## src/rtl/bike_light_pkg.sv

```systemverilog
// Shared types and constants for the rear-light mode sequencer.
package bike_light_pkg;

  typedef enum logic [1:0] {
    OFF       = 2'd0,
    RUN       = 2'd1,
    TILT_PEND = 2'd2,
    HAZARD    = 2'd3
  } mode_e;

  typedef enum logic [1:0] {
    TURN_NONE  = 2'd0,
    TURN_LEFT  = 2'd1,
    TURN_RIGHT = 2'd2
  } turn_e;

  localparam logic [1:0] BRK_NONE  = 2'b00;
  localparam logic [1:0] BRK_LIGHT = 2'b01;
  localparam logic [1:0] BRK_HARD  = 2'b11;

  // The unused raw code 10 is treated as a light brake.
  function automatic logic [1:0] brake_map(input logic [1:0] raw);
    case (raw)
      BRK_HARD:         return BRK_HARD;
      2'b10, BRK_LIGHT: return BRK_LIGHT;
      default:          return BRK_NONE;
    endcase
  endfunction

endpackage

```

## src/rtl/blink_gen.sv

```systemverilog
// Blink phase generator: half-period counter with a phase restart and a
// one-cycle pulse marking each high-to-low transition of the blink output.
module blink_gen #(
  parameter int BLINK_HALF = 6_000_000
) (
  input  logic sys_clk,
  input  logic rst,
  input  logic enable,
  input  logic restart,
  output logic blink,
  output logic fall
);

  localparam int CW = $clog2(BLINK_HALF + 1);
  localparam logic [CW-1:0] CNT_LAST = CW'(BLINK_HALF - 1);

  logic [CW-1:0] cnt;

  always_ff @(posedge sys_clk) begin
    if (rst || !enable) begin
      cnt   <= '0;
      blink <= 1'b0;
      fall  <= 1'b0;
    end else if (restart) begin
      // Restart lands high so the first flash is a full half-period.
      cnt   <= '0;
      blink <= 1'b1;
      fall  <= 1'b0;
    end else if (cnt == CNT_LAST) begin
      cnt   <= '0;
      blink <= ~blink;
      fall  <= blink;
    end else begin
      cnt   <= cnt + CW'(1);
      fall  <= 1'b0;
    end
  end

endmodule

```

## src/rtl/light_mode_sequencer.sv

```systemverilog
// Rear-light mode sequencer: brake peak-hold, tilt/crash hazard confirmation,
// blink clock and self-cancelling turn signals feeding the light driver.
module light_mode_sequencer
  import bike_light_pkg::*;
#(
  parameter int BLINK_HALF   = 6_000_000,
  parameter int BRAKE_HOLD   = 3_600_000,
  parameter int TILT_CONFIRM = 1_200_000,
  parameter int TURN_BLINKS  = 8
) (
  input  logic       sys_clk,
  input  logic       rst,
  input  logic       PWR,
  input  logic       acc_valid,
  input  logic [1:0] acc_brake,
  input  logic       tilt_raw,
  input  logic       turn_left_req,
  input  logic       turn_right_req,
  output logic [1:0] brake_intensity,
  output logic       tilt_valid,
  output logic       clk_1Hz,
  output logic       turn_left,
  output logic       turn_right,
  output logic [1:0] mode
);

  localparam int TW = $clog2(TILT_CONFIRM + 1);
  localparam int HW = $clog2(BRAKE_HOLD + 1);
  localparam int RW = $clog2(TURN_BLINKS + 1);
  localparam logic [TW-1:0] TC_LAST     = TW'(TILT_CONFIRM - 1);
  localparam logic [HW-1:0] HOLD_LOAD   = HW'(BRAKE_HOLD);
  localparam logic [RW-1:0] BLINKS_LOAD = RW'(TURN_BLINKS);

  function automatic logic [HW-1:0] hold_dec(input logic [HW-1:0] v);
    return (v == '0) ? '0 : v - HW'(1);
  endfunction

  mode_e         state;
  logic [TW-1:0] tcnt;
  logic [HW-1:0] hold;
  logic [1:0]    last_brk;
  turn_e         turn;
  logic [RW-1:0] turn_rem;
  logic          left_p0, right_p0, left_edge_p1, right_edge_p1;

  logic       flush, active, hazard_entry, turn_ok;
  logic       start_left, start_right, cancel_turn;
  logic       blink_en, blink_restart, blink_fall;
  logic [1:0] sample;

  assign flush    = rst || !PWR;
  assign blink_en = (state != OFF);
  assign mode     = state;
  assign sample   = brake_map(acc_brake);

  always_comb begin
    active       = (state == RUN) || (state == TILT_PEND);
    hazard_entry = 1'b0;
    if (tilt_raw) begin
      if (state == RUN && TILT_CONFIRM == 1) hazard_entry = 1'b1;
      if (state == TILT_PEND && tcnt == TC_LAST) hazard_entry = 1'b1;
    end
    // A hazard entry swallows any turn edge arriving in the same cycle.
    turn_ok       = active && !hazard_entry;
    start_left    = turn_ok && left_edge_p1 && !right_edge_p1 && (turn != TURN_LEFT);
    start_right   = turn_ok && right_edge_p1 && !left_edge_p1 && (turn != TURN_RIGHT);
    cancel_turn   = turn_ok && ((left_edge_p1 && !right_edge_p1 && turn == TURN_LEFT) ||
                                (right_edge_p1 && !left_edge_p1 && turn == TURN_RIGHT));
    blink_restart = hazard_entry || start_left || start_right;
  end

  blink_gen #(
    .BLINK_HALF(BLINK_HALF)
  ) u_blink (
    .sys_clk(sys_clk),
    .rst    (flush),
    .enable (blink_en),
    .restart(blink_restart),
    .blink  (clk_1Hz),
    .fall   (blink_fall)
  );

  assign turn_left  = (turn == TURN_LEFT) && clk_1Hz;
  assign turn_right = (turn == TURN_RIGHT) && clk_1Hz;

  always_ff @(posedge sys_clk) begin
    if (flush) begin
      state           <= OFF;
      tilt_valid      <= 1'b0;
      tcnt            <= '0;
      brake_intensity <= BRK_NONE;
      last_brk        <= BRK_NONE;
      hold            <= '0;
      turn            <= TURN_NONE;
      turn_rem        <= '0;
      left_p0         <= 1'b0;
      right_p0        <= 1'b0;
      left_edge_p1    <= 1'b0;
      right_edge_p1   <= 1'b0;
    end else begin
      // p0: request levels; p1: registered rising edges
      left_p0       <= turn_left_req;
      right_p0      <= turn_right_req;
      left_edge_p1  <= turn_left_req && !left_p0;
      right_edge_p1 <= turn_right_req && !right_p0;

      case (state)
        OFF: state <= RUN;
        RUN: begin
          if (tilt_raw) begin
            if (hazard_entry) begin
              state      <= HAZARD;
              tilt_valid <= 1'b1;
              tcnt       <= '0;
            end else begin
              state <= TILT_PEND;
              tcnt  <= TW'(1);
            end
          end
        end
        TILT_PEND: begin
          if (!tilt_raw) begin
            state <= RUN;
            tcnt  <= '0;
          end else if (hazard_entry) begin
            state      <= HAZARD;
            tilt_valid <= 1'b1;
            tcnt       <= '0;
          end else begin
            tcnt <= tcnt + TW'(1);
          end
        end
        HAZARD: begin
          // tcnt here counts consecutive tilt-free cycles.
          if (tilt_raw) begin
            tcnt <= '0;
          end else if (tcnt == TC_LAST) begin
            state      <= RUN;
            tilt_valid <= 1'b0;
            tcnt       <= '0;
          end else begin
            tcnt <= tcnt + TW'(1);
          end
        end
        default: state <= OFF;
      endcase

      if (hazard_entry || state == HAZARD) begin
        brake_intensity <= BRK_NONE;
        last_brk        <= BRK_NONE;
        hold            <= '0;
      end else if (active) begin
        if (acc_valid) begin
          last_brk <= sample;
          hold     <= (sample >= brake_intensity) ? HOLD_LOAD : hold_dec(hold);
          if (sample > brake_intensity || (sample < brake_intensity && hold == '0))
            brake_intensity <= sample;
        end else begin
          // Once the hold expires, drop straight to the most recent sample.
          hold <= hold_dec(hold);
          if (hold == '0) brake_intensity <= last_brk;
        end
      end

      if (hazard_entry || state == HAZARD) begin
        turn     <= TURN_NONE;
        turn_rem <= '0;
      end else if (active) begin
        if (start_left) begin
          turn     <= TURN_LEFT;
          turn_rem <= BLINKS_LOAD;
        end else if (start_right) begin
          turn     <= TURN_RIGHT;
          turn_rem <= BLINKS_LOAD;
        end else if (cancel_turn) begin
          turn     <= TURN_NONE;
          turn_rem <= '0;
        end else if (blink_fall && turn != TURN_NONE) begin
          if (turn_rem == RW'(1)) begin
            turn     <= TURN_NONE;
            turn_rem <= '0;
          end else begin
            turn_rem <= turn_rem - RW'(1);
          end
        end
      end
    end
  end

endmodule

```

## config.mk

```make
export PLATFORM = sky130hd
export DESIGN_NAME = light_mode_sequencer
export DESIGN_NICKNAME = d
export VERILOG_FILES = /design/src/rtl/bike_light_pkg.sv /design/src/rtl/blink_gen.sv /design/src/rtl/light_mode_sequencer.sv
export SDC_FILE = /design/constraint.sdc
export NUM_CORES = 1
export LEC_CHECK = 0
export ABC_AREA = 1
export BUFFER_PORTS_ARGS = -buffer_cell sky130_fd_sc_hd__buf_2
export CAP_MARGIN = 25
export CORE_MARGIN = 2
export CORE_UTILIZATION = 50
export DETAILED_ROUTE_END_ITERATION = 12
export PLACE_DENSITY = 0.63
export SLEW_MARGIN = 5
export SYNTH_ARGS = -nofsm -noshare
export SYNTH_HDL_FRONTEND = slang
export SYNTH_HIERARCHICAL = 1
export SYNTH_SLANG_ARGS = --single-unit
```

## constraint.sdc

```tcl
create_clock -name sys_clk -period 3 [get_ports sys_clk]
set_input_delay 0.6 -clock sys_clk [delete_from_list [all_inputs] [get_ports sys_clk]]
set_output_delay 0.6 -clock sys_clk [all_outputs]
set_load 0.01 [all_outputs]
```

# Word-level counts from Yosys, hierarchy flattened
# Index checks and enable logic that the tools add are counted.
[totals]
reg_bits = 85
latchBits = 0
ramBits = 0
romBits = 0
in_bits = 9
output_inout_bits = 8
memories = 0
[classes]
add_sub_neg = 4
multipliers = 0
div = 0
order_cmp = 3
eq_ne = 20
n_shift = 0
n_mux = 40
n_bitwise = 2
reduce_logical = 56
[op_table]
columns = ["op", "n"]
rows = [
  ["$mux 21", 5],
  ["$mux 22", 3],
  ["$pmux 21 s3", 1],
  ["$mux 2", 13],
  ["$add 23x1->23 const B", 1],
  ["$eq 23x23->1 const B", 1],
  ["$logic_not 22->1", 1],
  ["$sub 22x1->22 const B", 1],
  ["$add 21x1->21 const B", 1],
  ["$eq 21x21->1 const B", 1],
  ["$mux 4", 5],
  ["$logic_and 1x1->1", 19],
  ["$eq 2x2->1 const B", 5],
  ["$mux 1", 10],
  ["$reduce_bool 2->1", 5],
  ["$logic_or 1x1->1", 8],
  ["$ne 2x1->1 const B", 4],
  ["$ne 2x2->1 const B", 4],
  ["$pmux 2 s4", 1],
  ["$reduce_bool 4->1", 2],
  ["$logic_not 1->1", 7],
  ["$eq 2x1->1 const B", 3],
  ["$reduce_and 2->1", 3],
  ["$reduce_and 3->1", 2],
  ["15 further kinds", 19],
]

# Longest topological paths before layout
# Gate-level depths: netlist of run 1.
[logic_depth]
word_depth = 12
mapped_depth = 14
depth_no_buf = 14

# By module
# The synthesis of run 1 kept the hierarchy.
[modules_own_cells]
columns = ["mod", "n_inst", "cells_per_inst", "area_per_inst_um2", "seq_area_each_um2"]
rows = [
  ["light_mode_sequencer", 1, 487, 3424.5, 1201.2],
  ["blink_gen", 1, 197, 1316.3, 500.5],
]

# Least setup slack after synthesis of run 1
# OpenSTA, ideal clock, no wires.
[synth_timing]
path_kind = "in2reg"
startpoint = "input acc_brake[1]"
endpoint = "register hold[1]"
setup_time_ps = 66
arrival_ps = 1968
required_ps = 2934
path_slack_ps = 966
path_stages = 14
path_buffers = 0
cell_sequence = "nand2_1 inv_1 ha_1 inv_1 o21bai_1 o21ai_1 inv_1 nor2_2 inv_1 nor2_1 inv_1 o22ai_1 inv_1 nor2_1"
[synth_via]
elab_chain_cells = 6
[synth_rtl]
columns = ["item", "line", "text"]
rows = [
  ["from (decl)", "light_mode_sequencer.sv:15", "input logic [1:0] acc_brake,"],
  ["$eq 2x2->1 / $eq 2x1->1 (equally long branches)", "bike_light_pkg.sv:23", "case (raw)"],
  ["$reduce_or 2->1", "bike_light_pkg.sv:23", ""],
  ["$pmux 2 s2 *", "bike_light_pkg.sv:23", ""],
  ["named net sample[1]", "light_mode_sequencer.sv:49", "logic [1:0] sample;"],
  ["$ge 2x2->1 *", "light_mode_sequencer.sv:155", "hold <= (sample >= brake_intensity) ? HOLD_LOAD : hold_dec(hold);"],
  ["$mux 22 *", "light_mode_sequencer.sv:155", ""],
  ["$mux 22 *", "light_mode_sequencer.sv:153", "if (acc_valid) begin"],
  ["to (signal assigned)", "light_mode_sequencer.sv:155", ""],
  ["to (signal assigned)", "light_mode_sequencer.sv:160", "hold <= hold_dec(hold);"],
  ["to (decl)", "light_mode_sequencer.sv:40", "logic [HW-1:0] hold;"],
]
# The timed path passes the listed nets; every way through them passes the cells marked *.
# A chain may end at the register's enable or synchronous reset.

# Final worst setup path of run 1
[layout_timing]
startpoint = "register state[0], in the netlist mode[0]"
endpoint = "register hold[1]"
[layout_lines]
columns = ["item", "line", "text"]
rows = [
  ["from (decl)", "light_mode_sequencer.sv:38", "mode_e state;"],
  ["from (signal assigned)", "light_mode_sequencer.sv:88", "state <= OFF;"],
  ["from (signal assigned)", "light_mode_sequencer.sv:108", "OFF: state <= RUN;"],
  ["from (signal assigned)", "light_mode_sequencer.sv:112", "state <= HAZARD;"],
  ["$eq 2x1->1 / $eq 2x2->1 (equally long branches)", "light_mode_sequencer.sv:57", "active = (state == RUN) || (state == TILT_PEND);"],
  ["$logic_or 1x1->1 *", "light_mode_sequencer.sv:57", ""],
  ["named net active", "light_mode_sequencer.sv:46", "logic flush, active, hazard_entry, turn_ok;"],
]
# Marked as above.

==> results of run 1 <==
layer usage:
layer / GRT usage [%] / up-vias / part of all wire, %
met5: 0 / - / 0
met4: 6.13 / 0 / 0.80
met3: 4.76 / 7 / 3.8
met2: 32.7 / 58 / 45
met1: 28.0 / 1950 / 50
li1: - / 2223 / -
sequential cells by signal, indices dropped and copies added (netlist names), 2 cells and up:
name / flops
u_blink/cnt: 23
tcnt: 21
turn_rem: 4
hold: 22
mode: 2
last_brk: 2
turn: 2
brake_intensity: 2
cells in the mapped netlist, drive strengths merged, types with 2 or more instances:
cell / count
nand2: 152
nor2: 132
inv: 90
dfxtp: 85
a21oi: 47
nand3: 38
o21ai: 28
xor2: 22
nor3: 19
ha: 12
xnor2: 11
nand4: 7
buf: 5
a211oi: 4
nand3b: 4
o21a: 4
o22ai: 4
clkbuf: 3
o211ai: 2
o21bai: 2
or2: 2
or3: 2
report_power, final:
group,switching (W),internal (W)
Clock,0.000444,0.000499
Combinational,0.000234,0.000131
Sequential,0.0000191,0.00115
logic make-up after synthesis:
family	Yosys count	synth area share [%]
XOR/XNOR	33	6.10
adder cells (fa/ha/maj)	12	3.17
AND/OR/NAND/NOR	359	34.4
flip-flops	85	35.9
buffers and inverters	98	8.34
AO/OA/AOI/OAI	97	12.1
how the worst min path moves through the flow:
stage	slack, ns	endpoint	depth (start not counted)	from
floorplan	0.37	right_edge_p1	1	right_p0
global placement	0.38	left_edge_p1	1	left_p0
detailed placement	0.38	right_edge_p1	1	right_p0
CTS	0.40	right_edge_p1	1	right_p0
global route	0.42	right_edge_p1	1	right_p0
finish	0.39	right_edge_p1	1	right_p0
cell type report:
| class | instances | area [um^2] |
|---|---|---|
| clock inverters | 6 | 93.8 |
| clock buffers | 10 | 138 |
| repair buffers | 17 | 87.6 |
| inverters | 90 | 338 |
| multi-input cells | 501 | 2640 |
| well taps | 129 | 161 |
| fillers | 919 | 4080 |
| flip-flops and latches | 85 | 1700 |
metrics by stage:
step / hold WS (ns) / instance area, um^2 / instances / total power (W)
global route: 0.416 / 5160 / 838 / 0.00262
floorplan: 0.373 / 4740 / 684 / 0.00149
CTS: 0.396 / 5160 / 838 / 0.00251
finish: 0.394 / 5160 / 838 / 0.00248
global placement: 0.379 / 4930 / 822 / 0.00155
detailed placement: 0.382 / 4930 / 822 / 0.00156
==> metrics.md, run 1 <==
| Metric | Value |
|---|---|
| Status | `completed` |
| Routed Antenna Nets | `0` |
| Num CTS Buffers | `9` |
| Maxcap violations | `0` |
| Ratio of cells with drive above 1 in the final layout | `11.4%` |
| Top cell type's share of synthesized area | `35.9%` |
| CP Cell Sequence | `inv_1 -> ha_1 -> inv_2 -> nor2_2 -> inv_1 -> nor2_1 -> inv_1 -> o22ai_1 -> inv_1 -> nor2_1` |
| Post-CTS setup buffers | `0` |
| Final nets | `725` |
| Relative slew margins | `69.1%` |
| Worst-skew pair later-pin latency | `0.36 ns` |
| Die area | `10300 um^2` |
| Crit. Startpoint | `mode[0]` |
| Crit path capture type | `register` |
| RSZ-0062 raised after global routing | `no` |
| Hpwl dp | `7.41 mm` |
| CTS tree | `done` |
| CP delay by family, top | `buffers and inverters` |
| Dpl ws | `0.551 ns` |
| CTS max path bufs | `2` |
| Avg WL per Cell | `11.7 um` |
| Worst vdd ir | `0.310 mV` |
| Detailed Route WL | `9.81 mm` |
| Initial antenna violation count | `0` |
| Main area contributors after synthesis | `dfxtp_1, nand2_1, nor2_1, inv_1, a21oi_1` |
| Root Driver | `clkbuf_8` |
| Final worst path period share | `77.2%` |
| Remaining DRCs | `0` |
| CP startpoint kind | `register` |
| GRT Util Overall | `20.6%` |
| Syn Nets | `705` |
| Starting Density | `51.3%` |
| Drt initial violations | `161` |
| First-pass GRT wire length | `17.2 mm` |
| H-tree levels | `3` |
| Most common cell on crit path | `inv_1` |
| Crit path to | `hold[1]` |
| Ant. Diodes | `0` |
| FF-to-FF End | `hold[1]` |
| Tightest Pin Transition | `0.462 ns` |
| DR vias | `4238` |
| Post-synth top flop | `dfxtp_1` |
| Largest net degree at the start of global routing | `24` |
| Max Slew Vio Count | `0` |
| Most common cell after layout, fill and taps aside | `nand2_1` |
| Register area share after synthesis | `35.9%` |
| Worst-path clk slew | `0.09 ns` |
| Final RePlAce weighted congestion | `0.848` |
| Setup TNS | `0 ns` |
| Worst R2R Setup Slack | `0.68 ns` |
| Lkg Pwr | `2.03 nW` |
| Area growth syn-to-layout | `8.92%` |
| Synth area leader | `dfxtp_1` |
| CP arrival | `2.61 ns` |
| Fmax | `432 MHz` |
| Synth Instances | `684` |
| Worst path depth | `10` |
| Cts-stage hold buffer count | `0` |
| I/O pins | `17` |
| Vias in the first global route | `3905` |
| Worst setup path class | `register to register` |
| RR Startpoint | `mode[0]` |
| Drt pass-1 iters | `4` |
| Synth warn | `6` |
| Most frequent cells in the layout | `nand2_1, nor2_1, dfxtp_1` |
| #FFs+latches synth | `85` |
| Post-Route Skew | `0.0104 ns` |
| Worst Path Max Fanout | `12` |
| Avg Vias per Cell | `5.06` |
| Final setup fails | `0` |
| Count of flip-flops with a built-in enable after synthesis | `0` |
| Count of final hold-check violations | `0` |
| Num rows | `35` |
| Syn Area/Cell | `6.93 um^2` |
| Area of the core | `9240 um^2` |
| Die width | `101 um` |
| Crit-path max cell delay | `0.55 ns` |
| Pwr dens | `480 nW/um^2` |
| Synth cell types | `47` |
| Port buffer count | `16` |
| WP data required | `3.30 ns` |
| Worst hold-check path type | `register to register` |
| CTS resizes | `0` |
| Final Core Density | `55.9%` |
| Crit path time final | `2.32 ns` |
| Chip Height | `101 um` |
| Async set or reset register ratio after synthesis | `0%` |
| Mapped Area | `4740 um^2` |
| Total gr overflow | `0` |
| Slowest library cell on the worst path | `ha_1` |
| Clock Sinks | `85` |
| Final worst setup slack | `0.683 ns` |
| FF-to-FF path depth | `10` |
| Worst Path Buf+Inv | `5` |
Note: power is estimated with default switching activity, not from simulation.
==> inputs of run 2 (changes only) <==
clock period = 2.3 ns   (was 3 ns; I/O delays follow)
==> metrics.md, run 2 (synthesized netlist as in run 1, its figures left out) <==
| Metric | Value |
|---|---|
| Detailed Route WL | `9.79 mm (was 9.81 mm)` |
| Tightest Pin Transition | `0.460 ns (was 0.462 ns)` |
| Chip Height | `101 um (unchanged)` |
| Hpwl dp | `7.40 mm (was 7.41 mm)` |
| Most common cell after layout, fill and taps aside | `nand2_1 (unchanged)` |
| Ant. Diodes | `0 (unchanged)` |
| Starting Density | `51.3% (unchanged)` |
| Area of the multi-input gates | `2640 um^2 (unchanged)` |
| Setup TNS | `0 ns (unchanged)` |
| Most frequent cells in the layout | `nand2_1, nor2_1, dfxtp_1 (unchanged)` |
| Root Driver | `clkbuf_8 (unchanged)` |
| Final worst setup slack | `0.244 ns (was 0.683 ns)` |
| Port buffer count | `16 (unchanged)` |
| Post-Route Skew | `0.00945 ns (was 0.0104 ns)` |
| Overall power | `0.00316 W (was 0.00248 W)` |
| Worst-skew pair later-pin latency | `0.35 ns (was 0.36 ns)` |
| Slowest library cell on the worst path | `dfxtp_1 (was ha_1)` |
| Crit path capture type | `register (unchanged)` |
| Layout filler cell count | `942 (was 919)` |
| Pwr dens | `610 nW/um^2 (was 480 nW/um^2)` |
| Maxcap violations | `0 (unchanged)` |
| CP delay by family, top | `simple AND/OR/NAND/NOR gates (was buffers and inverters)` |
| First-pass GRT wire length | `17.1 mm (was 17.2 mm)` |
| Crit path time final | `2.06 ns (was 2.32 ns)` |
| Num CTS Buffers | `9 (unchanged)` |
| Register area | `1700 um^2 (unchanged)` |
| Largest net degree at the start of global routing | `24 (unchanged)` |
| Status | `completed (unchanged)` |
| DR vias | `4171 (was 4238)` |
| Cts-stage hold buffer count | `0 (unchanged)` |
| Die area | `10300 um^2 (unchanged)` |
| Total gr overflow | `0 (unchanged)` |
| WP data required | `2.59 ns (was 3.30 ns)` |
| Die width | `101 um (unchanged)` |
| CP arrival | `2.35 ns (was 2.61 ns)` |
| Ratio of cells with drive above 1 in the final layout | `11.8% (was 11.4%)` |
| Max reg flops | `23 (unchanged)` |
| Clock Sinks | `85 (unchanged)` |
| CP Cell Sequence | `inv_1 -> ha_1 -> nand2_1 -> nand2_2 -> inv_2 -> o21ai_0 -> nor3_2 -> nand3_1 -> a21oi_1 (was inv_1 -> ha_1 -> inv_2 -> nor2_2 -> inv_1 -> nor2_1 -> inv_1 -> o22ai_1 -> inv_1 -> nor2_1)` |
| Remaining DRCs | `0 (unchanged)` |
| Largest Register | `u_blink/cnt (unchanged)` |
| I/O pins | `17 (unchanged)` |
| GRT Util Overall | `20.5% (was 20.6%)` |
| Final nets | `729 (was 725)` |
| Crit-path max cell delay | `0.41 ns (was 0.55 ns)` |
| Max Slew Vio Count | `0 (unchanged)` |
| CTS tree | `done (unchanged)` |
| Worst vdd ir | `0.284 mV (was 0.310 mV)` |
| Area of the core | `9240 um^2 (unchanged)` |
| Drt initial violations | `152 (was 161)` |
| Final worst path period share | `89.4% (was 77.2%)` |
| Post-CTS setup buffers | `0 (unchanged)` |
| CP startpoint kind | `register (unchanged)` |
| Num rows | `35 (unchanged)` |
| Avg Vias per Cell | `4.96 (was 5.06)` |
| Initial antenna violation count | `0 (unchanged)` |
| Lkg Pwr | `2.04 nW (was 2.03 nW)` |
| Dpl ws | `0.290 ns (was 0.551 ns)` |
| Fmax | `486 MHz (was 432 MHz)` |
| Final setup fails | `0 (unchanged)` |
| Drt pass-1 iters | `4 (unchanged)` |
| Avg WL per Cell | `11.6 um (was 11.7 um)` |
| Hold WS | `0.338 ns (was 0.394 ns)` |
| Regs by FF count | `u_blink/cnt: 23 flops, hold: 22 flops, tcnt: 21 flops (unchanged)` |
| Final Core Density | `56.0% (was 55.9%)` |
| H-tree levels | `3 (unchanged)` |
| Worst Path Max Fanout | `10 (was 12)` |
| Worst Path Buf+Inv | `2 (was 5)` |
| Worst-path clk slew | `0.09 ns (about the same)` |
| CTS max path bufs | `2 (unchanged)` |
| Final RePlAce weighted congestion | `0.858 (was 0.848)` |
| Count of final hold-check violations | `0 (unchanged)` |
| Relative slew margins | `69.2% (was 69.1%)` |
| Worst hold-check path type | `input port to register (was register to register)` |
| Worst setup path class | `register to register (unchanged)` |
| Routed Antenna Nets | `0 (unchanged)` |
| Area growth syn-to-layout | `9.16% (was 8.92%)` |
| CTS resizes | `0 (unchanged)` |
| Vias in the first global route | `3849 (was 3905)` |
| RSZ-0062 raised after global routing | `no (unchanged)` |
[run 2: cell types whose count changed in the layout (fill, tap and decap cells not counted)]
cell        delta
inv_6          -2
clkbuf_8       -1
clkinv_2       +1
buf_4          +4
clkinvlp_4     +1
[run 2: area by class of cell]
class,count,area share (%)
Timing Repair Buffer,21,2.27
Clock inverter,6,1.72
Inverter,90,6.53
Multi-Input combinational cell,501,51.1
Sequential cell,85,32.9
Clock buffer,9,2.39
Tap cell,129,3.12
[run 2: layer usage]
metal  up-vias  part of all wire [%]  wire length, um  GRT usage (%)
li1       2226                     -                -              -
met1      1875                    50             4890           27.6
met2        62                    44             4340           32.6
met3         8                   4.7              463           5.66
met4         0                  0.97               95           5.20
met5         -                     0                0              0
[run 2: report_power, final]
group / switching, W / internal, W
sequential: 0.0000249 / 0.00150
clock: 0.000549 / 0.000606
combinational: 0.000303 / 0.000177
total: 0.000877 / 0.00228
[run 2: worst register-to-register path: stages (launching register included)]
cell and delay, ns:
dfxtp_1 0.41, inv_1 0.10, ha_1 0.22, nand2_1 0.10, nand2_2 0.17, inv_2 0.19, o21ai_0 0.16, nor3_2 0.41
nand3_1 0.13, a21oi_1 0.12
[run 2: path summary, 6_finish.rpt]
path              slack (ns)  depth (start not counted)           end            from
hold / removal          0.34                          3      right_p0  turn_right_req
hold reg to reg         0.40                          1  left_edge_p1         left_p0
setup / recovery        0.24                          9      tcnt[19]         mode[1]
setup reg to reg        0.24                          9      tcnt[19]         mode[1]
[run 2: through the flow]
step / instance area (um^2) / cells
after detailed placement: 4960 / 826
final: 5170 / 841
after global placement: 4960 / 826
after global routing: 5170 / 841
after floorplan: 4740 / 684
after CTS: 5170 / 841
